`src/rtl/rld_app_pkg.sv`:
```
// Shared definitions for the RLDRAM-II application request bridge:
// FSM state encodings and the address-FIFO word layout {wr, rd, 1'b0, addr, ba}.
package rld_app_pkg;

  typedef logic [0:0] bridge_state_t;

  localparam bridge_state_t ST_IDLE = 1'b0;
  localparam bridge_state_t ST_WR2  = 1'b1;

  localparam int AF_FLAG_BITS = 3;

  function automatic int app_ad_width(input int dev_ad, input int dev_ba);
    return AF_FLAG_BITS + dev_ad + dev_ba;
  endfunction

  function automatic int af_addr_lsb(input int dev_ba);
    return dev_ba;
  endfunction

  function automatic int af_rd_bit(input int dev_ad, input int dev_ba);
    return dev_ad + dev_ba + 1;
  endfunction

  function automatic int af_wr_bit(input int dev_ad, input int dev_ba);
    return dev_ad + dev_ba + 2;
  endfunction

endpackage

```
`src/rtl/rld_sync_fifo.sv`:
```
// Show-ahead synchronous FIFO with full/empty flags; DEPTH must be a power of 2.
module rld_sync_fifo #(
  parameter int WIDTH = 8,
  parameter int DEPTH = 8
) (
  input  logic             clk,
  input  logic             rst_n,
  input  logic             wr_en,
  input  logic [WIDTH-1:0] wr_data,
  input  logic             rd_en,
  output logic [WIDTH-1:0] rd_data,
  output logic             full,
  output logic             empty
);

  localparam int AW = (DEPTH > 1) ? $clog2(DEPTH) : 1;
  localparam int CW = $clog2(DEPTH + 1);
  localparam logic [CW-1:0] COUNT_FULL = CW'(DEPTH);

  logic [WIDTH-1:0] mem_r [DEPTH];
  logic [AW-1:0]    wr_ptr_r;
  logic [AW-1:0]    rd_ptr_r;
  logic [CW-1:0]    count_r;
  logic             push_s;
  logic             pop_s;

  assign full    = (count_r == COUNT_FULL);
  assign empty   = (count_r == CW'(0));
  assign push_s  = wr_en && !full;
  assign pop_s   = rd_en && !empty;
  assign rd_data = mem_r[rd_ptr_r];

  // Storage array; contents need no reset because the pointers gate visibility.
  always_ff @(posedge clk) begin
    if (push_s) begin
      mem_r[wr_ptr_r] <= wr_data;
    end
  end

  // Pointer and occupancy tracking.
  always_ff @(posedge clk or negedge rst_n) begin
    if (!rst_n) begin
      wr_ptr_r <= '0;
      rd_ptr_r <= '0;
      count_r  <= '0;
    end else begin
      if (push_s) wr_ptr_r <= wr_ptr_r + AW'(1);
      if (pop_s)  rd_ptr_r <= rd_ptr_r + AW'(1);
      case ({push_s, pop_s})
        2'b10:   count_r <= count_r + CW'(1);
        2'b01:   count_r <= count_r - CW'(1);
        default: count_r <= count_r;
      endcase
    end
  end

endmodule

```
`src/rtl/rld_app_req_bridge.sv`:
```
// User-side request/response bridge in front of the RLDRAM-II controller FIFOs.
// Optional statistics counters are built when RLD_BRIDGE_STATS_EN is defined.
module rld_app_req_bridge
  import rld_app_pkg::*;
#(
  parameter int RL_DQ_WIDTH     = 72,
  parameter int DEV_AD_WIDTH    = 20,
  parameter int DEV_BA_WIDTH    = 3,
  parameter int APP_AD_WIDTH    = app_ad_width(DEV_AD_WIDTH, DEV_BA_WIDTH),
  parameter int TAG_WIDTH       = 4,
  parameter int MAX_OUTSTANDING = 8
) (
  input  logic                       sysClk,
  input  logic                       sysRst_n,
  input  logic                       req_valid,
  output logic                       req_ready,
  input  logic                       req_wr,
  input  logic [DEV_BA_WIDTH-1:0]    req_ba,
  input  logic [DEV_AD_WIDTH-1:0]    req_addr,
  input  logic [TAG_WIDTH-1:0]       req_tag,
  input  logic [4*RL_DQ_WIDTH-1:0]   req_wdata,
  output logic                       rsp_valid,
  input  logic                       rsp_ready,
  output logic [TAG_WIDTH-1:0]       rsp_tag,
  output logic [4*RL_DQ_WIDTH-1:0]   rsp_data,
  output logic                       app_af_wr_en,
  output logic [APP_AD_WIDTH-1:0]    app_af_data,
  input  logic                       app_af_full,
  output logic                       app_wdf_wr_en,
  output logic [2*RL_DQ_WIDTH-1:0]   app_wdf_data,
  input  logic                       app_wdf_full,
  input  logic                       app_rd_valid,
  input  logic [2*RL_DQ_WIDTH-1:0]   app_rd_data,
  output logic                       err_unexp_rd
`ifdef RLD_BRIDGE_STATS_EN
  ,
  output logic [31:0]                stat_wr_cnt,
  output logic [31:0]                stat_rd_cnt,
  output logic [31:0]                stat_stall_cnt
`endif
);

  localparam int DW  = 2 * RL_DQ_WIDTH;
  localparam int BW  = 4 * RL_DQ_WIDTH;
  localparam int RW  = TAG_WIDTH + BW;
  localparam int CRW = $clog2(MAX_OUTSTANDING + 1);
  localparam logic [CRW-1:0] CRED_MAX = CRW'(MAX_OUTSTANDING);

  bridge_state_t           state_r;
  logic [CRW-1:0]          credits_r;
  logic                    af_wr_en_r;
  logic [APP_AD_WIDTH-1:0] af_data_r;
  logic                    wdf_wr_en_r;
  logic [DW-1:0]           wdf_data_r;
  logic [DW-1:0]           wdata_hi_r;
  logic [DW-1:0]           half_r;
  logic                    phase_r;
  logic                    err_r;

  logic                    req_ready_s;
  logic                    accept_s;
  logic                    wr_acc_s;
  logic                    rd_acc_s;
  logic                    rsp_pop_s;
  logic [APP_AD_WIDTH-1:0] af_word_s;
  logic                    beat_first_s;
  logic                    beat_second_s;
  logic                    unexp_s;
  logic                    tag_full_s;
  logic                    tag_empty_s;
  logic [TAG_WIDTH-1:0]    tag_head_s;
  logic                    rsp_full_s;
  logic                    rsp_empty_s;
  logic [RW-1:0]           rsp_head_s;

  // Accept decision; tag/response FIFO fullness is implied by the credit limit.
  always_comb begin
    req_ready_s = 1'b0;
    if (sysRst_n && (state_r == ST_IDLE) && !app_af_full) begin
      if (req_wr) begin
        req_ready_s = !app_wdf_full;
      end else begin
        req_ready_s = (credits_r < CRED_MAX) && !tag_full_s && !rsp_full_s;
      end
    end else begin
      req_ready_s = 1'b0;
    end
  end

  assign accept_s  = req_valid && req_ready_s;
  assign wr_acc_s  = accept_s && req_wr;
  assign rd_acc_s  = accept_s && !req_wr;
  assign rsp_pop_s = !rsp_empty_s && rsp_ready;

  // Address-FIFO word assembly.
  always_comb begin
    af_word_s = '0;
    af_word_s[af_wr_bit(DEV_AD_WIDTH, DEV_BA_WIDTH)] = req_wr;
    af_word_s[af_rd_bit(DEV_AD_WIDTH, DEV_BA_WIDTH)] = ~req_wr;
    af_word_s[af_addr_lsb(DEV_BA_WIDTH) +: DEV_AD_WIDTH] = req_addr;
    af_word_s[DEV_BA_WIDTH-1:0] = req_ba;
  end

  // Request FSM and registered controller-side pushes.
  always_ff @(posedge sysClk or negedge sysRst_n) begin
    if (!sysRst_n) begin
      state_r     <= ST_IDLE;
      af_wr_en_r  <= 1'b0;
      af_data_r   <= '0;
      wdf_wr_en_r <= 1'b0;
      wdf_data_r  <= '0;
      wdata_hi_r  <= '0;
    end else begin
      af_wr_en_r  <= accept_s;
      wdf_wr_en_r <= 1'b0;
      if (accept_s) af_data_r <= af_word_s;
      case (state_r)
        ST_IDLE: begin
          if (wr_acc_s) begin
            wdf_wr_en_r <= 1'b1;
            wdf_data_r  <= req_wdata[DW-1:0];
            wdata_hi_r  <= req_wdata[BW-1:DW];
            state_r     <= ST_WR2;
          end
        end
        ST_WR2: begin
          if (!app_wdf_full) begin
            wdf_wr_en_r <= 1'b1;
            wdf_data_r  <= wdata_hi_r;
            state_r     <= ST_IDLE;
          end
        end
        default: state_r <= ST_IDLE;
      endcase
    end
  end

  // Read credits: one per accepted read, returned when its response is popped.
  always_ff @(posedge sysClk or negedge sysRst_n) begin
    if (!sysRst_n) begin
      credits_r <= '0;
    end else begin
      case ({rd_acc_s, rsp_pop_s})
        2'b10:   credits_r <= credits_r + CRW'(1);
        2'b01:   credits_r <= credits_r - CRW'(1);
        default: credits_r <= credits_r;
      endcase
    end
  end

  assign beat_first_s  = app_rd_valid && !phase_r && !tag_empty_s;
  assign beat_second_s = app_rd_valid && phase_r;
  assign unexp_s       = app_rd_valid && !phase_r && tag_empty_s;

  // Two-beat read collection and sticky unexpected-data flag.
  always_ff @(posedge sysClk or negedge sysRst_n) begin
    if (!sysRst_n) begin
      half_r  <= '0;
      phase_r <= 1'b0;
      err_r   <= 1'b0;
    end else begin
      if (beat_first_s) begin
        half_r  <= app_rd_data;
        phase_r <= 1'b1;
      end
      if (beat_second_s) phase_r <= 1'b0;
      if (unexp_s)       err_r   <= 1'b1;
    end
  end

  rld_sync_fifo #(.WIDTH(TAG_WIDTH), .DEPTH(MAX_OUTSTANDING)) u_tag_fifo (
    .clk     (sysClk),
    .rst_n   (sysRst_n),
    .wr_en   (rd_acc_s),
    .wr_data (req_tag),
    .rd_en   (beat_second_s),
    .rd_data (tag_head_s),
    .full    (tag_full_s),
    .empty   (tag_empty_s)
  );

  rld_sync_fifo #(.WIDTH(RW), .DEPTH(MAX_OUTSTANDING)) u_rsp_fifo (
    .clk     (sysClk),
    .rst_n   (sysRst_n),
    .wr_en   (beat_second_s),
    .wr_data ({tag_head_s, app_rd_data, half_r}),
    .rd_en   (rsp_pop_s),
    .rd_data (rsp_head_s),
    .full    (rsp_full_s),
    .empty   (rsp_empty_s)
  );

  assign req_ready     = req_ready_s;
  assign app_af_wr_en  = af_wr_en_r;
  assign app_af_data   = af_data_r;
  assign app_wdf_wr_en = wdf_wr_en_r;
  assign app_wdf_data  = wdf_data_r;
  assign err_unexp_rd  = err_r;
  assign rsp_valid     = !rsp_empty_s;
  assign rsp_tag       = rsp_head_s[RW-1:BW];
  assign rsp_data      = rsp_head_s[BW-1:0];

`ifdef RLD_BRIDGE_STATS_EN
  logic [31:0] stat_wr_r;
  logic [31:0] stat_rd_r;
  logic [31:0] stat_stall_r;

  // Wrapping activity counters.
  always_ff @(posedge sysClk or negedge sysRst_n) begin
    if (!sysRst_n) begin
      stat_wr_r    <= 32'd0;
      stat_rd_r    <= 32'd0;
      stat_stall_r <= 32'd0;
    end else begin
      if (wr_acc_s) stat_wr_r <= stat_wr_r + 32'd1;
      if (rd_acc_s) stat_rd_r <= stat_rd_r + 32'd1;
      if (req_valid && !req_ready_s) stat_stall_r <= stat_stall_r + 32'd1;
    end
  end

  assign stat_wr_cnt    = stat_wr_r;
  assign stat_rd_cnt    = stat_rd_r;
  assign stat_stall_cnt = stat_stall_r;
`endif

endmodule
```
`config.mk`:
```
export PLATFORM = sky130hd
export DESIGN_NAME = rld_app_req_bridge
export DESIGN_NICKNAME = d
export VERILOG_FILES = /design/src/rtl/rld_app_pkg.sv /design/src/rtl/rld_sync_fifo.sv /design/src/rtl/rld_app_req_bridge.sv
export SDC_FILE = /design/constraint.sdc
export NUM_CORES = 2
export LEC_CHECK = 0
export CAP_MARGIN = 10
export CORE_ASPECT_RATIO = 0.9
export CORE_MARGIN = 2
export CORE_UTILIZATION = 23
export CTS_CLUSTER_DIAMETER = 80
export DETAILED_ROUTE_END_ITERATION = 10
export HOLD_SLACK_MARGIN = 0.03
export PLACE_DENSITY = 0.45
export SKIP_CTS_REPAIR_TIMING = 1
export SLEW_MARGIN = 5
export SYNTH_ARGS = -nofsm -noshare
export SYNTH_HDL_FRONTEND = slang
export SYNTH_HIERARCHICAL = 1
export SYNTH_SLANG_ARGS = --single-unit
```
`constraint.sdc`:
```
create_clock -name sysClk -period 42.7 [get_ports sysClk]
set_input_delay 8.54 -clock sysClk [delete_from_list [all_inputs] [get_ports sysClk]]
set_output_delay 8.54 -clock sysClk [all_outputs]
set_load 0.01 [all_outputs]
```
# Yosys cells after proc, flatten, opt, wreduce, memory -nomap -nowiden
# Memories as Yosys holds them, arrays and structs flattened.
# Index checks and enable logic that the tools add are counted.
# word_totals
wordCells,92
ramBits,2368
register_bits,486
input_bits,467
out_inout_bits,467
n_memories,2
# mem_list
name,words,width,rd,rd_clocked_by_memory_dff,write_ports,line,text
u_rsp_fifo.mem_r,8,292,1,0,1,rld_sync_fifo.sv:20,logic [WIDTH-1:0] mem_r [DEPTH];
u_tag_fifo.mem_r,8,4,1,0,1,rld_sync_fifo.sv:20,
# classes
reduce_logical,32
n_eq_ne,10
addsub,10
bitwise,2
mux,19
order_cmp,1
# ops
op,count
2-to-1 mux 144 bit,2
case mux 144 bit (2 select lines),1
case mux 4 bit (2 select lines),3
logical AND 1 bit,16
"adder 3 x 1 -> 3 bit, second input constant",4
"adder 4 x 1 -> 4 bit, second input constant",3
"subtractor 4 x 1 -> 4 bit, second input constant",3
2-to-1 mux 1 bit,11
"equality test 4 bit, second input constant",2
logical NOT 1 bit,8
logical NOT 4 bit,2
nonzero test 2 bit,4
"equality test 2 x 1 -> 1 bit, second input constant",3
"equality test 2 bit, second input constant",3
"< comparator 4 bit, second input constant",1
"inequality test 2 bit, second input constant",2
case mux 1 bit (2 select lines),2
AND reduction 2 bit,2
NOT 1 bit,2

# Longest topological paths before layout
# logic_depth
ltp_word,11
depth_mapped,12
depth_no_buf,11

# Cells and area by module
# The synthesis kept the hierarchy.
# modules_own_cells
module,cells_each,seq_area_each_um2,area_each_um2,n_inst
rld_sync_fifo (u_rsp_fifo),3442,70397.5,88381.0,1
rld_app_req_bridge,1185,11661.2,19203.4,1
rld_sync_fifo (u_tag_fifo),113,1211.2,1856.8,1

# Worst setup path after synthesis
# OpenSTA, ideal clock, no wires.
# synth_timing
path_kind,input to register
from,in app_rd_valid
to,"mem u_rsp_fifo/mem_r[1][0] (netlist bit), enable pin"
t_arrival_ns,28.532
path_buffers,0
t_required_ns,41.398
setup_slack_ns,12.865
setup_ns,1.302
path_stages,3
cell_sequence,and2_1 > nand3_1 > nor3_1
# synth_between
elab_chain_len,4
# synth_rtl
element,line,text
start: declaration,rld_app_req_bridge.sv:32,"input logic app_rd_valid,"
logical AND 1 bit,rld_app_req_bridge.sv:152,assign beat_second_s = app_rd_valid && phase_r;
logical AND 1 bit,rld_sync_fifo.sv:29,assign push_s = wr_en && !full;
2-to-1 mux 1 bit,rld_sync_fifo.sv:35,if (push_s) begin
2-to-1 mux 1 bit (implied by the code),rld_sync_fifo.sv:36,mem_r[wr_ptr_r] <= wr_data;
end: declaration,rld_sync_fifo.sv:20,
# No other way between the ends.

# Final worst setup path
# layout_timing
from,in req_wr
to,out req_ready
# layout_between
elab_chain_len,2
# layout_rtl
element,line,text
start: declaration,rld_app_req_bridge.sv:17,"input logic req_wr,"
2-to-1 mux 1 bit,rld_app_req_bridge.sv:80,if (req_wr) begin
2-to-1 mux 1 bit,rld_app_req_bridge.sv:79,if (sysRst_n && (state_r == ST_IDLE) && !app_af_full) begin
end: declaration,rld_app_req_bridge.sv:16,"output logic req_ready,"
# No other way between the ends.

==> reports/results.env <==
SYNTHESIS.YOSYS.WARNINGS=6
SYNTH-MAIN-FF-CELL='sky130_fd_sc_hd__edfxtp_1'
MIN_TO='err_unexp_rd'
RR_ENDPOINT='u_rsp_fifo/mem_r[3][238]'
SYNTH.CELL_AREA_SQ_UM=109000
ENDPOINT_KIND='output port'
DRIVE_ABOVE_1_SHARE_PCT=32.2
FLOORPLAN.INITIALDENSITY_PCT=23.1
HOLD_PATH.CLASS='reg2reg'
TIMING.REG2REG.WORST_PATH_DEPTH=7
SYNTH.FF_LATCH_COUNT=2854
POST_SYNTHESIS_AREA_PER_INSTANCE_SQ_UM=23.1
TIMING.CRITICAL_PATH.FANOUT_MAX=7
AREA_LEADER_NETLIST='sky130_fd_sc_hd__edfxtp_1'
SYNTH_MUX_AREA_SHARE_PCT=21.5
TIMING.FINAL.CRIT_SHARE_PCT=44.8
PLACE_CONGESTION=0.759
IR_DROP_V=0.0000431
WORSTMARGINPINSLEW_NS=1.06
POWERDENSITY_nW_PER_UM2=68.6
SHARE_OF_SYNTHESIZED_FLIP_FLOPS_WITH_AN_ASYNCHRONOUS_SET_OR_RESET_PCT=17.0
FINALNONFILLERCELLS=12400
FINAL.MIN_CLOCK_PERIOD_NS=19.12
CRIT_ARRIVAL_NS=10.58
HOLD_PATH_DEPTH=1
FINALHOLDVIOLATIONS=0
GLOBAL_ROUTE_WIRE_LENGTH_BEFORE_REPAIR_MM=434
DRCVIOLATIONCOUNT=0
POST_SYNTHESIS_NET_COUNT=5223
GRT_PASS1_VIAS=56200
DIE-HEIGHT_UM=658
YOSYS.AREA.TOP_TYPE_SHARE_PCT=65.0
CTS_TREE='yes'
SYNTH_AREA_LEADERS='sky130_fd_sc_hd__edfxtp_1 65%, sky130_fd_sc_hd__mux4_2 12%, sky130_fd_sc_hd__dfrtp_1 11%'
INITIAL_ANTENNA_VIOLATION_COUNT=58
DETAILEDROUTE.FIRSTITERATIONVIOLATIONS=2990
GRT_SETUP_UNREPAIRED='no'
LEAKAGE_nW=44.4
DRT-TOTAL-WL_MM=308
CLK_BUF_DEPTH=4
HTREE_LEVELS=5
DPL.HPWL_MM=185
SYNTH_FA_HA_AREA_SHARE_PCT=0.204
GRT_OVERFLOW=0
CLK-INSERTION-DELAY-LATE_NS=0.95
SYNTH-EDFF-COUNT=2368
PLACED_AREA_SQ_UM=126000
ACHIEVABLE-FREQUENCY_MHz=52.3
HOLD-WORST-SLACK_NS=0.477
TRACK_USAGE_PCT=12.5
SYNTH_XOR_AREA_SHARE_PCT=0.112
START_KIND='primary input'
AVGROUTEDWIREPERCELL_UM=24.8
SYNTHDISTINCTLIBCELLS=46
DRT_FIRST_PASS_ITERS=5
SYNTH_TOP_FAMILY_BY_AREA='multiplexers'
IO_BUFFER_COUNT=932
GRT_START_MAX_NET_PINS=149
ROUTE.DETAILED.VIAS_PER_INST=4.12
HP-START='err_unexp_rd'
DIE_AREA_SQ_UM=481000
WORST_PATH_REQUIRED_TIME_NS=34.16
MOST_COMMON_LIBRARY_CELL_IN_THE_LAYOUT_IGNORING_FILL_AND_TAPS='sky130_fd_sc_hd__edfxtp_1'
WORSTREG2REGSTART='phase_r'
FIN_WORST_SKEW_NS=0.0754
FINAL_NETS=6345
CAP_VIOL_MAX_COUNT=0
PLACE_WORST_SETUP_SLACK_NS=23.46
CTS.ROOT.BUFFER_CELL='sky130_fd_sc_hd__clkbuf_16'
ANTENNA_VIOLATING_NETS_POST_ROUTE=0
CLOCK_SINKS=2854
INSTANCE_COUNT_AFTER_PLACEMENT_WITH_TAP_CELLS_INCLUDED=11800
TNS_NS=0
POST-ROUTE-UTIL_PCT=28.9
SYN_TO_FINAL_GROWTH_PCT=25.2
FLOORPLAN.CORE_AREA_SQ_UM=474000
REG2REG_SETUP_SLACK_NS=37.83
NUM_ROWS=240
RUN_STATUS='finished, final reports clean'
MOST-COMMON-LAYOUT-CELLS='2368 x sky130_fd_sc_hd__edfxtp_1, 931 x sky130_fd_sc_hd__clkdlybuf4s50_1, 770 x sky130_fd_sc_hd__mux2_2'
SYNTH_SIMPLE_GATE_AREA_SHARE_PCT=0.397
WORST-SETUP-PATH-TYPE='in2out'
TIMING.FINAL.MAX_SLEW_VIOLATIONS=0
POST-LAYOUT-TOTAL-POWER_mW=9.40
CTS_INSERTED_BUFFERS=324
SYNTH_CELLS=4740
POST-ROUTE-WORST-SETUP-SLACK_NS=23.58
SYNTH_COMPOUND_GATE_AREA_SHARE_PCT=0.195
SYNTH-SEQ-AREA-SHARE_PCT=76.1
DESIGN_AREA_SQ_UM=137000
CLKSLEWWORSTSETUPHOLDPATHS_NS=0.05
CHIPWIDTH_UM=731
PIN_COUNT=934
VIAS=51200
WORST_SLEW_MARGIN_PCT=29.1
FINALSETUPVIOLATIONS=0
## worst max-delay path, cell delays in order
cell	delay, ns
sky130_fd_sc_hd__clkdlybuf4s50_1	0.76
sky130_fd_sc_hd__nand2_1	0.33
sky130_fd_sc_hd__o21ai_0	0.13
sky130_fd_sc_hd__nor2_1	0.20
sky130_fd_sc_hd__clkdlybuf4s50_1	0.59
## cell usage after synthesis (all sizes together), types with 11 or more instances
cell / number
edfxtp: 2368
mux2: 900
mux4: 592
dfrtp: 486
buf: 179
clkbuf: 56
inv: 21
nand2: 17
nor2: 14
ha: 13
nor3b: 11
xnor2: 11
## area by class of cell
class	count	area (sq um)
clock inverters	165	1960
fillers	46400	337000
repair buffers	1031	10300
flip-flops and latches	2854	83300
inverters	21	78.8
diodes	13	32.5
well taps	6292	7870
multi-input cells	1630	24600
clock buffers	431	8880
## kinds of logic after synthesis
family | Yosys count
xor+xnor | 14
flops | 2854
other cells | 1
compound gates | 28
simple gates | 76
buf+inv | 256
fa+ha+maj | 16
mux | 1495
## power by group
part           switching (mW)  internal, mW  total (mW)
clock                    1.16          1.65        2.82
sequential              0.289          3.57        3.86
combinational            1.33          1.40        2.73
total                    2.78          6.62        9.40
## worst max-delay path by stage
stage | from | to | slack, ns | depth (start not counted)
2_1_floorplan | app_rd_valid | u_rsp_fifo/mem_r[1][0] | 12.87 | 3
3_3_place_gp | req_wr | req_ready | 23.29 | 5
3_5_place_dp | req_wr | req_ready | 23.46 | 5
4_1_cts | req_wr | req_ready | 23.44 | 5
5_1_grt | req_wr | req_ready | 23.42 | 5
6_report | req_wr | req_ready | 23.58 | 5
## flip-flops by register name, indices dropped and copies added (netlist names)
name                 cells
app_af_data             25
app_af_wr_en             1
app_wdf_data           144
app_wdf_wr_en            1
credits_r                4
err_unexp_rd             1
half_r                 144
phase_r                  1
state_r                  1
u_rsp_fifo/count_r       4
u_rsp_fifo/mem_r      2336
u_rsp_fifo/rd_ptr_r      3
u_rsp_fifo/wr_ptr_r      3
u_tag_fifo/count_r       4
u_tag_fifo/mem_r        32
u_tag_fifo/rd_ptr_r      3
u_tag_fifo/wr_ptr_r      3
wdata_hi_r             144
## metal layers
metal / global-route usage, % / wire [um] / vias to the layer above
li1: - / - / 21900
met1: 15.0 / 123000 / 27600
met2: 21.6 / 155000 / 1283
met3: 3.75 / 21300 / 437
met4: 3.53 / 8020 / 38
met5: 0 / 247 / -
(Power assumes the default switching activity.)
